<file path="config.mk">
export PLATFORM = sky130hd
export DESIGN_NAME = alu_issue_ctrl_flat
export DESIGN_NICKNAME = d
export VERILOG_FILES = /design/src/rtl/alu_issue_ctrl_pkg.sv /design/src/rtl/alu_issue_ctrl_if.sv /design/src/rtl/alu_op_decode.sv /design/src/rtl/alu_issue_ctrl.sv /design/src/flat_wrapper.sv
export SDC_FILE = /design/constraint.sdc
export NUM_CORES = 1
export LEC_CHECK = 0
export BUFFER_PORTS_ARGS = -buffer_cell sky130_fd_sc_hd__buf_2
export CAP_MARGIN = 15
export CORE_MARGIN = 2
export CORE_UTILIZATION = 23
export DETAILED_ROUTE_END_ITERATION = 12
export GPL_TIMING_DRIVEN = 0
export SLEW_MARGIN = 30
export SYNTH_ARGS = -nofsm -noshare
export SYNTH_HDL_FRONTEND = slang
export SYNTH_SLANG_ARGS = --single-unit
</file>
<file path="constraint.sdc">
create_clock -name clk -period 3.55 [get_ports clk]
set_input_delay 0.71 -clock clk [delete_from_list [all_inputs] [get_ports clk]]
set_output_delay 0.71 -clock clk [all_outputs]
set_load 0.05 [all_outputs]
</file>
<file path="src/rtl/alu_issue_ctrl_pkg.sv">
// Shared constants for the ALU issue controller: ALU function codes, opcodes, FSM states, flag layout.
package alu_issue_ctrl_pkg;

  localparam logic [5:0] FN_SLL   = 6'b000000;
  localparam logic [5:0] FN_SRL   = 6'b000010;
  localparam logic [5:0] FN_SRA   = 6'b000011;
  localparam logic [5:0] FN_SLLV  = 6'b000100;
  localparam logic [5:0] FN_ADDIU = 6'b000101;
  localparam logic [5:0] FN_SRLV  = 6'b000110;
  localparam logic [5:0] FN_SRAV  = 6'b000111;
  localparam logic [5:0] FN_ADDI  = 6'b001000;
  localparam logic [5:0] FN_SLTI  = 6'b001010;
  localparam logic [5:0] FN_SLTIU = 6'b001011;
  localparam logic [5:0] FN_ADD   = 6'b100000;
  localparam logic [5:0] FN_ADDU  = 6'b100001;
  localparam logic [5:0] FN_SUB   = 6'b100010;
  localparam logic [5:0] FN_SUBU  = 6'b100011;
  localparam logic [5:0] FN_AND   = 6'b100100;
  localparam logic [5:0] FN_OR    = 6'b100101;
  localparam logic [5:0] FN_XOR   = 6'b100110;
  localparam logic [5:0] FN_NOR   = 6'b100111;
  localparam logic [5:0] FN_SLT   = 6'b101010;
  localparam logic [5:0] FN_SLTU  = 6'b101011;

  localparam logic [5:0] OP_RTYPE = 6'b000000;
  localparam logic [5:0] OP_ADDI  = 6'b001000;
  localparam logic [5:0] OP_ADDIU = 6'b001001;
  localparam logic [5:0] OP_SLTI  = 6'b001010;
  localparam logic [5:0] OP_SLTIU = 6'b001011;
  localparam logic [5:0] OP_ANDI  = 6'b001100;
  localparam logic [5:0] OP_ORI   = 6'b001101;
  localparam logic [5:0] OP_XORI  = 6'b001110;
  localparam logic [5:0] OP_LUI   = 6'b001111;

  localparam int FLAG_N = 3;
  localparam int FLAG_Z = 2;
  localparam int FLAG_C = 1;
  localparam int FLAG_V = 0;

  typedef enum logic [1:0] {
    ST_IDLE,
    ST_DECODE,
    ST_EXEC,
    ST_WB
  } state_e;

  // Which flags an op may update: NZ only, +C, +C+V, +C+V with overflow trap.
  typedef enum logic [1:0] {
    CLS_NZ,
    CLS_NZC,
    CLS_NZCV,
    CLS_TRAP
  } op_cls_e;

  function automatic logic [31:0] sext16(input logic [15:0] imm);
    return {{16{imm[15]}}, imm};
  endfunction

endpackage

</file>
<file path="src/rtl/alu_issue_ctrl_if.sv">
// Instruction handshake, register-file read, ALU and writeback signals of the issue controller.
interface alu_issue_ctrl_if #(
  parameter int REG_AW = 5
);
  logic              instr_valid;
  logic              instr_ready;
  logic [31:0]       instr;
  logic [REG_AW-1:0] rs_addr;
  logic [REG_AW-1:0] rt_addr;
  logic [31:0]       rs_data;
  logic [31:0]       rt_data;
  logic [31:0]       alu_a;
  logic [31:0]       alu_b;
  logic [5:0]        alu_functn;
  logic [31:0]       alu_out;
  logic              alu_n;
  logic              alu_z;
  logic              alu_c;
  logic              alu_v;
  logic              wb_en;
  logic [REG_AW-1:0] wb_addr;
  logic [31:0]       wb_data;
  logic [3:0]        flags;
  logic              done;
  logic              illegal;
  logic              ovf_trap;

  modport master (
    input  instr_valid, instr, rs_data, rt_data, alu_out, alu_n, alu_z, alu_c, alu_v,
    output instr_ready, rs_addr, rt_addr, alu_a, alu_b, alu_functn,
           wb_en, wb_addr, wb_data, flags, done, illegal, ovf_trap
  );

  modport slave (
    output instr_valid, instr, rs_data, rt_data, alu_out, alu_n, alu_z, alu_c, alu_v,
    input  instr_ready, rs_addr, rt_addr, alu_a, alu_b, alu_functn,
           wb_en, wb_addr, wb_data, flags, done, illegal, ovf_trap
  );
endinterface

</file>
<file path="src/rtl/alu_op_decode.sv">
// Combinational MIPS decode: instruction + register data -> ALU function, operands, destination, flag class.
module alu_op_decode
  import alu_issue_ctrl_pkg::*;
(
  input  logic [31:0] instr_i,
  input  logic [31:0] rs_data_i,
  input  logic [31:0] rt_data_i,
  output logic [4:0]  rs_addr_o,
  output logic [4:0]  rt_addr_o,
  output logic [5:0]  functn_o,
  output logic [31:0] a_o,
  output logic [31:0] b_o,
  output logic [4:0]  dest_o,
  output op_cls_e     cls_o,
  output logic        legal_o
);

  logic [5:0]  opcode;
  logic [5:0]  funct;
  logic [4:0]  shamt;
  logic [15:0] imm;

  assign opcode    = instr_i[31:26];
  assign funct     = instr_i[5:0];
  assign shamt     = instr_i[10:6];
  assign imm       = instr_i[15:0];
  assign rs_addr_o = instr_i[25:21];
  assign rt_addr_o = instr_i[20:16];

  always_comb begin
    functn_o = FN_SLL;
    a_o      = rs_data_i;
    b_o      = rt_data_i;
    dest_o   = instr_i[20:16];
    cls_o    = CLS_NZ;
    legal_o  = 1'b0;
    case (opcode)
      OP_RTYPE: begin
        dest_o = instr_i[15:11];
        case (funct)
          FN_ADD, FN_ADDU, FN_SUB, FN_SUBU, FN_AND, FN_OR,
          FN_XOR, FN_NOR, FN_SLT, FN_SLTU: begin
            legal_o  = 1'b1;
            functn_o = funct;
          end
          FN_SLL, FN_SRL, FN_SRA: begin
            legal_o  = 1'b1;
            functn_o = funct;
            a_o      = rt_data_i;
            b_o      = {27'b0, shamt};
          end
          FN_SLLV, FN_SRLV, FN_SRAV: begin
            legal_o  = 1'b1;
            functn_o = funct;
            a_o      = rt_data_i;
            b_o      = {27'b0, rs_data_i[4:0]};
          end
          default: legal_o = 1'b0;
        endcase
        if (funct == FN_ADD || funct == FN_SUB) cls_o = CLS_TRAP;
        else if (funct == FN_SUBU)              cls_o = CLS_NZCV;
        else if (funct == FN_ADDU)              cls_o = CLS_NZC;
      end
      OP_ADDI: begin
        legal_o  = 1'b1;
        functn_o = FN_ADDI;
        b_o      = sext16(imm);
        cls_o    = CLS_TRAP;
      end
      OP_ADDIU: begin
        legal_o  = 1'b1;
        functn_o = FN_ADDIU;
        b_o      = sext16(imm);
        cls_o    = CLS_NZC;
      end
      OP_SLTI, OP_SLTIU: begin
        legal_o  = 1'b1;
        functn_o = opcode;
        b_o      = sext16(imm);
      end
      OP_ANDI, OP_ORI, OP_XORI: begin
        legal_o  = 1'b1;
        functn_o = opcode;
        b_o      = {16'b0, imm};
      end
      // LUI is issued as a 16-bit left shift so the ALU's own LUI code is never needed.
      OP_LUI: begin
        legal_o  = 1'b1;
        functn_o = FN_SLL;
        a_o      = {16'b0, imm};
        b_o      = 32'd16;
      end
      default: legal_o = 1'b0;
    endcase
  end

endmodule

</file>
<file path="src/rtl/alu_issue_ctrl.sv">
// Four-state issue controller (IDLE->DECODE->EXEC->WB) wrapping the ALU; one instruction at a time,
// instr_ready only in IDLE. Illegal encodings skip EXEC and retire with no writeback.
module alu_issue_ctrl
  import alu_issue_ctrl_pkg::*;
#(
  parameter int REG_AW      = 5,
  parameter bit TRAP_ON_OVF = 1'b1
) (
  input logic              clk,
  input logic              rst_n,
  alu_issue_ctrl_if.master bus
);

  state_e            state_q, state_d;
  logic [31:0]       instr_q, instr_d;
  logic [31:0]       alu_a_q, alu_a_d;
  logic [31:0]       alu_b_q, alu_b_d;
  logic [5:0]        functn_q, functn_d;
  logic [4:0]        dest_q, dest_d;
  op_cls_e           cls_q, cls_d;
  logic              wb_en_q, wb_en_d;
  logic [REG_AW-1:0] wb_addr_q, wb_addr_d;
  logic [31:0]       wb_data_q, wb_data_d;
  logic [3:0]        flags_q, flags_d;
  logic              done_q, done_d;
  logic              illegal_q, illegal_d;
  logic              trap_q, trap_d;
  logic              trap_hit;

  logic [4:0]  dec_rs_addr, dec_rt_addr, dec_dest;
  logic [5:0]  dec_functn;
  logic [31:0] dec_a, dec_b;
  op_cls_e     dec_cls;
  logic        dec_legal;

  alu_op_decode u_decode (
    .instr_i   (instr_q),
    .rs_data_i (bus.rs_data),
    .rt_data_i (bus.rt_data),
    .rs_addr_o (dec_rs_addr),
    .rt_addr_o (dec_rt_addr),
    .functn_o  (dec_functn),
    .a_o       (dec_a),
    .b_o       (dec_b),
    .dest_o    (dec_dest),
    .cls_o     (dec_cls),
    .legal_o   (dec_legal)
  );

  always_comb begin
    state_d   = state_q;
    instr_d   = instr_q;
    alu_a_d   = alu_a_q;
    alu_b_d   = alu_b_q;
    functn_d  = functn_q;
    dest_d    = dest_q;
    cls_d     = cls_q;
    flags_d   = flags_q;
    wb_en_d   = 1'b0;
    wb_addr_d = '0;
    wb_data_d = '0;
    done_d    = 1'b0;
    illegal_d = 1'b0;
    trap_d    = 1'b0;
    trap_hit  = 1'b0;
    case (state_q)
      ST_IDLE: begin
        if (bus.instr_valid) begin
          instr_d = bus.instr;
          state_d = ST_DECODE;
        end
      end
      ST_DECODE: begin
        if (dec_legal) begin
          alu_a_d  = dec_a;
          alu_b_d  = dec_b;
          functn_d = dec_functn;
          dest_d   = dec_dest;
          cls_d    = dec_cls;
          state_d  = ST_EXEC;
        end else begin
          done_d    = 1'b1;
          illegal_d = 1'b1;
          state_d   = ST_WB;
        end
      end
      ST_EXEC: begin
        trap_hit        = TRAP_ON_OVF && (cls_q == CLS_TRAP) && bus.alu_v;
        flags_d[FLAG_N] = bus.alu_n;
        flags_d[FLAG_Z] = bus.alu_z;
        if (cls_q != CLS_NZ)                         flags_d[FLAG_C] = bus.alu_c;
        if (cls_q == CLS_NZCV || cls_q == CLS_TRAP) flags_d[FLAG_V] = bus.alu_v;
        wb_en_d   = (dest_q != 5'd0) && !trap_hit;
        wb_addr_d = REG_AW'(dest_q);
        wb_data_d = bus.alu_out;
        done_d    = 1'b1;
        trap_d    = trap_hit;
        state_d   = ST_WB;
      end
      ST_WB:   state_d = ST_IDLE;
      default: state_d = ST_IDLE;
    endcase
  end

  always_ff @(posedge clk or negedge rst_n) begin
    if (!rst_n) begin
      state_q   <= ST_IDLE;
      instr_q   <= '0;
      alu_a_q   <= '0;
      alu_b_q   <= '0;
      functn_q  <= '0;
      dest_q    <= '0;
      cls_q     <= CLS_NZ;
      wb_en_q   <= 1'b0;
      wb_addr_q <= '0;
      wb_data_q <= '0;
      flags_q   <= '0;
      done_q    <= 1'b0;
      illegal_q <= 1'b0;
      trap_q    <= 1'b0;
    end else begin
      state_q   <= state_d;
      instr_q   <= instr_d;
      alu_a_q   <= alu_a_d;
      alu_b_q   <= alu_b_d;
      functn_q  <= functn_d;
      dest_q    <= dest_d;
      cls_q     <= cls_d;
      wb_en_q   <= wb_en_d;
      wb_addr_q <= wb_addr_d;
      wb_data_q <= wb_data_d;
      flags_q   <= flags_d;
      done_q    <= done_d;
      illegal_q <= illegal_d;
      trap_q    <= trap_d;
    end
  end

  assign bus.instr_ready = (state_q == ST_IDLE);
  assign bus.rs_addr     = REG_AW'(dec_rs_addr);
  assign bus.rt_addr     = REG_AW'(dec_rt_addr);
  assign bus.alu_a       = alu_a_q;
  assign bus.alu_b       = alu_b_q;
  assign bus.alu_functn  = functn_q;
  assign bus.wb_en       = wb_en_q;
  assign bus.wb_addr     = wb_addr_q;
  assign bus.wb_data     = wb_data_q;
  assign bus.flags       = flags_q;
  assign bus.done        = done_q;
  assign bus.illegal     = illegal_q;
  assign bus.ovf_trap    = trap_q;

endmodule

</file>
<file path="src/flat_wrapper.sv">
// flat-port wrapper written by rule: the top's interface ports become plain ports
module alu_issue_ctrl_flat import alu_issue_ctrl_pkg::*;
#(
  parameter int REG_AW      = 5,
  parameter bit TRAP_ON_OVF = 1'b1
)
  (clk, rst_n, bus_instr_valid, bus_instr, bus_rs_data, bus_rt_data, bus_alu_out, bus_alu_n, bus_alu_z, bus_alu_c, bus_alu_v, bus_instr_ready, bus_rs_addr, bus_rt_addr, bus_alu_a, bus_alu_b, bus_alu_functn, bus_wb_en, bus_wb_addr, bus_wb_data, bus_flags, bus_done, bus_illegal, bus_ovf_trap);
  alu_issue_ctrl_if #(.REG_AW(REG_AW)) bus_i ();
  input logic clk;
  input logic rst_n;
  input wire logic [$bits(bus_i.instr_valid)-1:0] bus_instr_valid;
  input wire logic [$bits(bus_i.instr)-1:0] bus_instr;
  input wire logic [$bits(bus_i.rs_data)-1:0] bus_rs_data;
  input wire logic [$bits(bus_i.rt_data)-1:0] bus_rt_data;
  input wire logic [$bits(bus_i.alu_out)-1:0] bus_alu_out;
  input wire logic [$bits(bus_i.alu_n)-1:0] bus_alu_n;
  input wire logic [$bits(bus_i.alu_z)-1:0] bus_alu_z;
  input wire logic [$bits(bus_i.alu_c)-1:0] bus_alu_c;
  input wire logic [$bits(bus_i.alu_v)-1:0] bus_alu_v;
  output wire logic [$bits(bus_i.instr_ready)-1:0] bus_instr_ready;
  output wire logic [$bits(bus_i.rs_addr)-1:0] bus_rs_addr;
  output wire logic [$bits(bus_i.rt_addr)-1:0] bus_rt_addr;
  output wire logic [$bits(bus_i.alu_a)-1:0] bus_alu_a;
  output wire logic [$bits(bus_i.alu_b)-1:0] bus_alu_b;
  output wire logic [$bits(bus_i.alu_functn)-1:0] bus_alu_functn;
  output wire logic [$bits(bus_i.wb_en)-1:0] bus_wb_en;
  output wire logic [$bits(bus_i.wb_addr)-1:0] bus_wb_addr;
  output wire logic [$bits(bus_i.wb_data)-1:0] bus_wb_data;
  output wire logic [$bits(bus_i.flags)-1:0] bus_flags;
  output wire logic [$bits(bus_i.done)-1:0] bus_done;
  output wire logic [$bits(bus_i.illegal)-1:0] bus_illegal;
  output wire logic [$bits(bus_i.ovf_trap)-1:0] bus_ovf_trap;
  assign bus_i.instr_valid = bus_instr_valid;
  assign bus_i.instr = bus_instr;
  assign bus_i.rs_data = bus_rs_data;
  assign bus_i.rt_data = bus_rt_data;
  assign bus_i.alu_out = bus_alu_out;
  assign bus_i.alu_n = bus_alu_n;
  assign bus_i.alu_z = bus_alu_z;
  assign bus_i.alu_c = bus_alu_c;
  assign bus_i.alu_v = bus_alu_v;
  assign bus_instr_ready = bus_i.instr_ready;
  assign bus_rs_addr = bus_i.rs_addr;
  assign bus_rt_addr = bus_i.rt_addr;
  assign bus_alu_a = bus_i.alu_a;
  assign bus_alu_b = bus_i.alu_b;
  assign bus_alu_functn = bus_i.alu_functn;
  assign bus_wb_en = bus_i.wb_en;
  assign bus_wb_addr = bus_i.wb_addr;
  assign bus_wb_data = bus_i.wb_data;
  assign bus_flags = bus_i.flags;
  assign bus_done = bus_i.done;
  assign bus_illegal = bus_i.illegal;
  assign bus_ovf_trap = bus_i.ovf_trap;
  alu_issue_ctrl #(.REG_AW(REG_AW), .TRAP_ON_OVF(TRAP_ON_OVF)) u_core (.clk(clk), .rst_n(rst_n), .bus(bus_i));
endmodule
</file>
# ---- Yosys cells after proc, flatten, opt, wreduce, memory -nomap -nowiden
# Cells that the tools add are included.
dict set report word_totals {
  latch_bits 0
  regBits 156
  rom_bits 0
  n_memories 0
  output_inout_bits 126
  mem_bits_rw 0
  inputBits 135
}
dict set report classes {
  n_div 0
  n_shift 0
  n_eq_ne 29
  multipliers 0
  n_mux 23
  bitwise_logic 0
  magnitude_cmp 0
  add_sub_neg 0
  reduce_logical 22
}
# cell count
set ops {}
lappend ops {{$pmux 32 s2} 2}
lappend ops {{$pmux 32 s4} 1}
lappend ops {{$mux 32} 2}
lappend ops {{$eq 6x6->1 const B} 10}
lappend ops {{$eq 6x4->1 const B} 8}
lappend ops {{$pmux 6 s4} 1}
lappend ops {{$eq 6x3->1 const B} 3}
lappend ops {{$reduce_or 16->1} 1}
lappend ops {{$eq 6x2->1 const B} 2}
lappend ops {{$logic_not 6->1} 2}
lappend ops {{$mux 5} 2}
lappend ops {{$reduce_or 3->1} 3}
lappend ops {{$eq 2x2->1 const B} 4}
lappend ops {{$pmux 2 s4} 1}
lappend ops {{$reduce_and 2->1} 4}
lappend ops {{$reduce_or 8->1} 1}
lappend ops {{$mux 1} 7}
lappend ops {{$mux 2} 3}
lappend ops {{$mux 6} 1}
lappend ops {{$pmux 2 s3} 1}
lappend ops {{$reduce_or 6->1} 1}
lappend ops {{$reduce_bool 5->1} 1}
lappend ops {{$reduce_or 5->1} 1}
lappend ops {{$pmux 1 s2} 2}
lappend ops {{8 further kinds} 10}

# ---- Logic depth before layout (Yosys ltp)
dict set report depth {
  depth_word 6
  ltp_mapped 9
}

# ---- Hierarchy
# A second synthesis with hierarchy kept.
dict set report unflattened {
  cells_unflattened 553
  area_unflattened_um2 7179.4
}
# mod area_each_um2 cells_each n_inst seq_area_each_um2
set modules_own_cells {}
lappend modules_own_cells {alu_issue_ctrl 5780.5 342 1 3903.7}
lappend modules_own_cells {alu_op_decode 1398.8 211 1 0.0}

# ---- Least setup slack after synthesis
# No wires, ideal clock.
dict set report synth_timing {
  path_kind {register to register}
  from {reg u_core.instr_q[27]}
  to {reg u_core.alu_a_q[26] (netlist: u_core.bus.alu_a[26])}
  stages_incl_launch_ff 10
  synth_period_minus_slack_ps 2428
  setup_slack_ps 1122
  arrival_ps 2303
  required_ps 3425
  setup_ps 125
  path_buffers 4
  path_cell_list {dfrtp_1 -> or3_4 -> or3_1 -> buf_4 -> a21oi_2 -> o21a_1 -> buf_4 -> buf_8 -> buf_12 -> mux2_4}
}
dict set report synth_via {
  elab_chain_len 4
  elab_cells_between_ends 13
}
# element line_no
set synth_rtl {}
lappend synth_rtl {{start, declared} alu_issue_ctrl.sv:15} ;# logic [31:0] instr_q, instr_d;
lappend synth_rtl {{start signal, assigned} alu_issue_ctrl.sv:123} ;# instr_q <= instr_d;
lappend synth_rtl {{$eq 6x4->1} alu_op_decode.sv:37} ;# case (opcode)
lappend synth_rtl {{$reduce_or 8->1 (no line)} -}
lappend synth_rtl {{$pmux 1 s2} alu_op_decode.sv:37}
lappend synth_rtl {{$reduce_and 2->1 (no line)} -}
lappend synth_rtl {{end signal, assigned} alu_issue_ctrl.sv:124} ;# alu_a_q <= alu_a_d;
lappend synth_rtl {{end, declared} alu_issue_ctrl.sv:16} ;# logic [31:0] alu_a_q, alu_a_d;
# Several ways; a longest one is shown, not always the timed one.
# A chain may end at the register's enable or synchronous reset.

# ---- Worst setup path after layout
dict set report layout_timing {
  from {reg u_core.instr_q[0]}
  to {reg u_core.alu_b_q[26] (netlist: u_core.bus.alu_b[26])}
}
dict set report layout_via {
  elab_chain_len 5
  elab_cells_between_ends 24
}
# element line_no
set layout_rtl {}
lappend layout_rtl {{$eq 6x6->1, or another cell as far along} alu_op_decode.sv:40} ;# case (funct)
lappend layout_rtl {{$reduce_or 16->1 (no line)} -}
lappend layout_rtl {{$mux 1} alu_op_decode.sv:40}
lappend layout_rtl {{$pmux 1 s2} alu_op_decode.sv:37}
lappend layout_rtl {{$reduce_and 2->1 (no line)} -}
lappend layout_rtl {{end signal, assigned} alu_issue_ctrl.sv:125} ;# alu_b_q <= alu_b_d;
lappend layout_rtl {{end, declared} alu_issue_ctrl.sv:17} ;# logic [31:0] alu_b_q, alu_b_d;
# Several ways; a longest one is shown, not always the timed one.

==> results.yml <==
run_status:
  status: "finished, final reports clean"
synthesis:
  async_flop_share_pct: 100
  ys_seq_elements: 156
  synth-main-ff-cell: "dfrtp_1"
  syn_area_per_cell_sq_um: 12.1
  syn-num-nets: 720
  synth_area_sq_mm: 0.00704
  synth_cell_types: 43
  syn_inst: 582
  yosys_warnings: 0
  synth-edff-count: 0
  yosysSeqAreaShare_pct: 55.4
routing:
  wl_microns: 22400
  postRouteAntennaNets: 0
  avgViaCountPerCell: 4.35
  drtIter0Drc: 212
  drt-pass1-iter-count: 4
  drc: 0
  wl_per_cell_microns: 17.5
  via_count: 5567
grt:
  grt_pass1_wl_microns: 32900
  grt.total_usage_pct: 13.9
  grt_pass1_vias: 5615
  grt-ovfl-total: 0
  antenna_found_initial: 8
  grt_max_degree: 70
cts:
  cts_sinks: 156
  ctsHoldBuffers: 0
  cts_resized: 0
  clkLatencyLatePin_ps: 430
  postCtsSetupRepairBufs: 0
  cts_buffer_depth: 2
  cts_buffers: 17
  cts_tree: "yes"
  clk_pin_slew_worst_paths_ps: 70
  htree_levels: 4
  clockRootBuffer: "clkbuf_16"
sta:
  hold_viol_final: 0
  setup_slack_ps: 493
  finalSetupViolations: 0
  fin_crit_ps: 3060
  finalCritPeriodShare_pct: 86.1
  clock_skew_ps: 12.5
  slew_headroom_pct: 42.3
  max_freq_ghz: 0.327
  rsz0062_at_grt: "no"
  worst_slew_pin_slew_ps: 865
  slew_violations: 0
power:
  leakagePower_nw: 4.64
  worst_ir_drop_vdd_mv: 0.386
  power_density_mw_per_mm2: 1030
layout:
  drive_gt1_share_pct: 48.1
  final_area_sq_mm: 0.00950
  fin_cells: 1279
  finalCoreUtilization_pct: 31.3
  area.growth.synth_to_final_pct: 34.9
  nets: 1001
placement:
  placed_cells: 1240
  portBuffers: 260
  gp_congestion: 0.778
  dpl_worst_slack_ps: 536
  dp_hpwl_microns: 17000
  dpl-instance-area_sq_mm: 0.00891
worst_setup_path:
  worstPathMaxFanout: 10
  cp-end-kind: "flip-flop"
  crit_path_start_kind: "flip-flop"
  crit_arrival_ps: 3410
  path_class: "reg -> reg"
  required_ps: 3900
  r2r_cells: 8
min_path:
  hp-class: "in -> async"
die:
  die_x_microns: 179
  io_pins: 261
  dieHeight_microns: 179
  core_sq_mm: 0.0303
  die_area_sq_mm: 0.0320
  start_util_pct: 23.2
  core.rowCount: 64
flow_run:
  drv_cap: 0
==> per-layer routing <==
| layer | global-route usage, % | vias to the layer above | share of wire (%) |
|---|---|---|---|
| met5 | 0 | - | 0.25 |
| met3 | 5.58 | 25 | 8.9 |
| met4 | 3.73 | 8 | 1.7 |
| met1 | 17.7 | 2725 | 43 |
| li1 | - | 2601 | - |
| met2 | 21.9 | 208 | 46 |
==> power by group <==
part           internal (mW)  switching [mW]  leakage [nW]  total, mW
Clock                  0.991           0.843         0.282       1.83
Sequential              2.54           0.504          1.94       3.05
Combinational           1.53            3.40          2.42       4.92
==> state kept, by name, summed over array words and instances (netlist names) <==
name / cells
u_core.bus.alu_b: 32
u_core.bus.illegal: 1
u_core.dest_q: 5
u_core.bus.alu_a: 32
u_core.bus.done: 1
u_core.bus.ovf_trap: 1
u_core.bus.wb_addr: 5
u_core.bus.wb_data: 32
u_core.state_q: 2
u_core.bus.flags: 4
u_core.instr_q: 32
u_core.bus.wb_en: 1
u_core.bus.alu_functn: 6
u_core.cls_q: 2
==> worst paths after layout <==
kind / startpoint / end / slack, ps
worst max-delay path: u_core.instr_q[0]$_DFFE_PN0P_ / u_core.bus.alu_b[26]$_DFFE_PN0P_ / 490
worst min-delay path: rst_n / u_core.bus.alu_b[24]$_DFFE_PN0P_ / 130
worst max register to register: u_core.instr_q[0]$_DFFE_PN0P_ / u_core.bus.alu_b[26]$_DFFE_PN0P_ / 490
worst min register to register: u_core.bus.alu_functn[4]$_DFFE_PN0P_ / u_core.bus.alu_functn[4]$_DFFE_PN0P_ / 500
max in group asynchronous: rst_n / u_core.bus.wb_data[17]$_DFF_PN0_ / 2470
min in group clk: bus_alu_out[26] / u_core.bus.wb_data[26]$_DFF_PN0_ / 490
==> layout by cell type (no fill, tap or decap), types with 2 or more instances in the layout <==
master / netlist / layout
buf_2: 3 / 262
dfrtp_1: 156 / 156
mux2_2: 88 / 88
and2_1: 49 / 49
nand2_1: 38 / 38
inv_1: 30 / 30
clkbuf_1: 22 / 22
o21ai_0: 22 / 22
mux2i_1: 21 / 21
a21oi_1: 20 / 20
nand3_1: 19 / 19
clkbuf_16: 0 / 17
buf_4: 16 / 16
a221o_1: 15 / 15
a22o_1: 11 / 11
mux2_4: 9 / 9
inv_6: 0 / 8
diode_2: 0 / 7
nor3_1: 7 / 7
a22oi_1: 7 / 7
nor2_1: 5 / 5
o221ai_1: 4 / 4
nor2b_1: 3 / 3
or3_1: 3 / 3
nand2b_1: 3 / 3
buf_1: 3 / 3
o22ai_1: 3 / 3
ha_1: 3 / 3
clkinv_4: 0 / 3
o21a_1: 2 / 2
or2_2: 2 / 2
buf_8: 1 / 2
buf_6: 2 / 2
buf_16: 0 / 2
==> worst max-delay path, stage by stage (launching register included) <==
cell	delay [ps]
dfrtp_1	520
nor2b_1	250
nor3_1	80
clkbuf_1	300
a21oi_1	780
buf_2	420
buf_2	320
a21oi_1	140
mux2i_1	150
==> metrics by stage <==
stage                     hold WS, ps  setup TNS, ps  power (mW)
final                             127              0        9.80
after floorplan                   414              0        6.69
after CTS                         114              0        9.95
after global routing              125              0        10.4
after detailed placement          486              0        8.06
after global placement            484        -121650        7.97
==> area by class of cell <==
class	instances	area (sq um)
antenna	7	17.5
buffer	48	287
clock buffer	17	425
clock inverter	15	150
fill	3157	20800
inverter	30	113
multi-input combinational	348	2740
sequential	156	3900
tap	396	495
timing repair buffer	262	1370
==> cell usage after synthesis (2+ instances only) <==
cell,number,share of area [%]
a22oi_1,7,0.75
o22ai_1,3,0.27
inv_1,30,1.6
o221ai_1,4,0.50
or2_2,2,0.18
mux2i_1,21,3.0
buf_2,3,0.21
nand3_1,19,1.4
nor3b_1,2,0.21
buf_1,3,0.16
nor2_1,5,0.27
nand2_1,38,2.0
o21a_1,2,0.21
or3_1,3,0.27
nor2b_1,3,0.27
a221o_1,15,2.1
mux2_4,9,1.9
ha_1,3,0.53
buf_4,16,1.7
o21ai_0,22,1.6
clkbuf_1,22,1.2
buf_6,2,0.32
mux2_2,88,14
a21oi_1,20,1.4
nand2b_1,3,0.27
and2_1,49,4.4
a22o_1,11,1.4
dfrtp_1,156,55
nor3_1,7,0.50
==> cells by family (layout without fill, tap and decap cells) <==
family,after synthesis,in the layout,share of synthesized area [%]
AND/OR/NAND/NOR,137,137,10.4
other,0,7,0
adder cells (fa/ha/maj),3,3,0.533
multiplexers,118,118,19.0
buffers and inverters,78,372,5.67
AO/OA/AOI/OAI,89,89,8.81
XOR/XNOR,1,1,0.124
flip-flops,156,156,55.4
No activity file was read; power rests on OpenSTA's default activity.
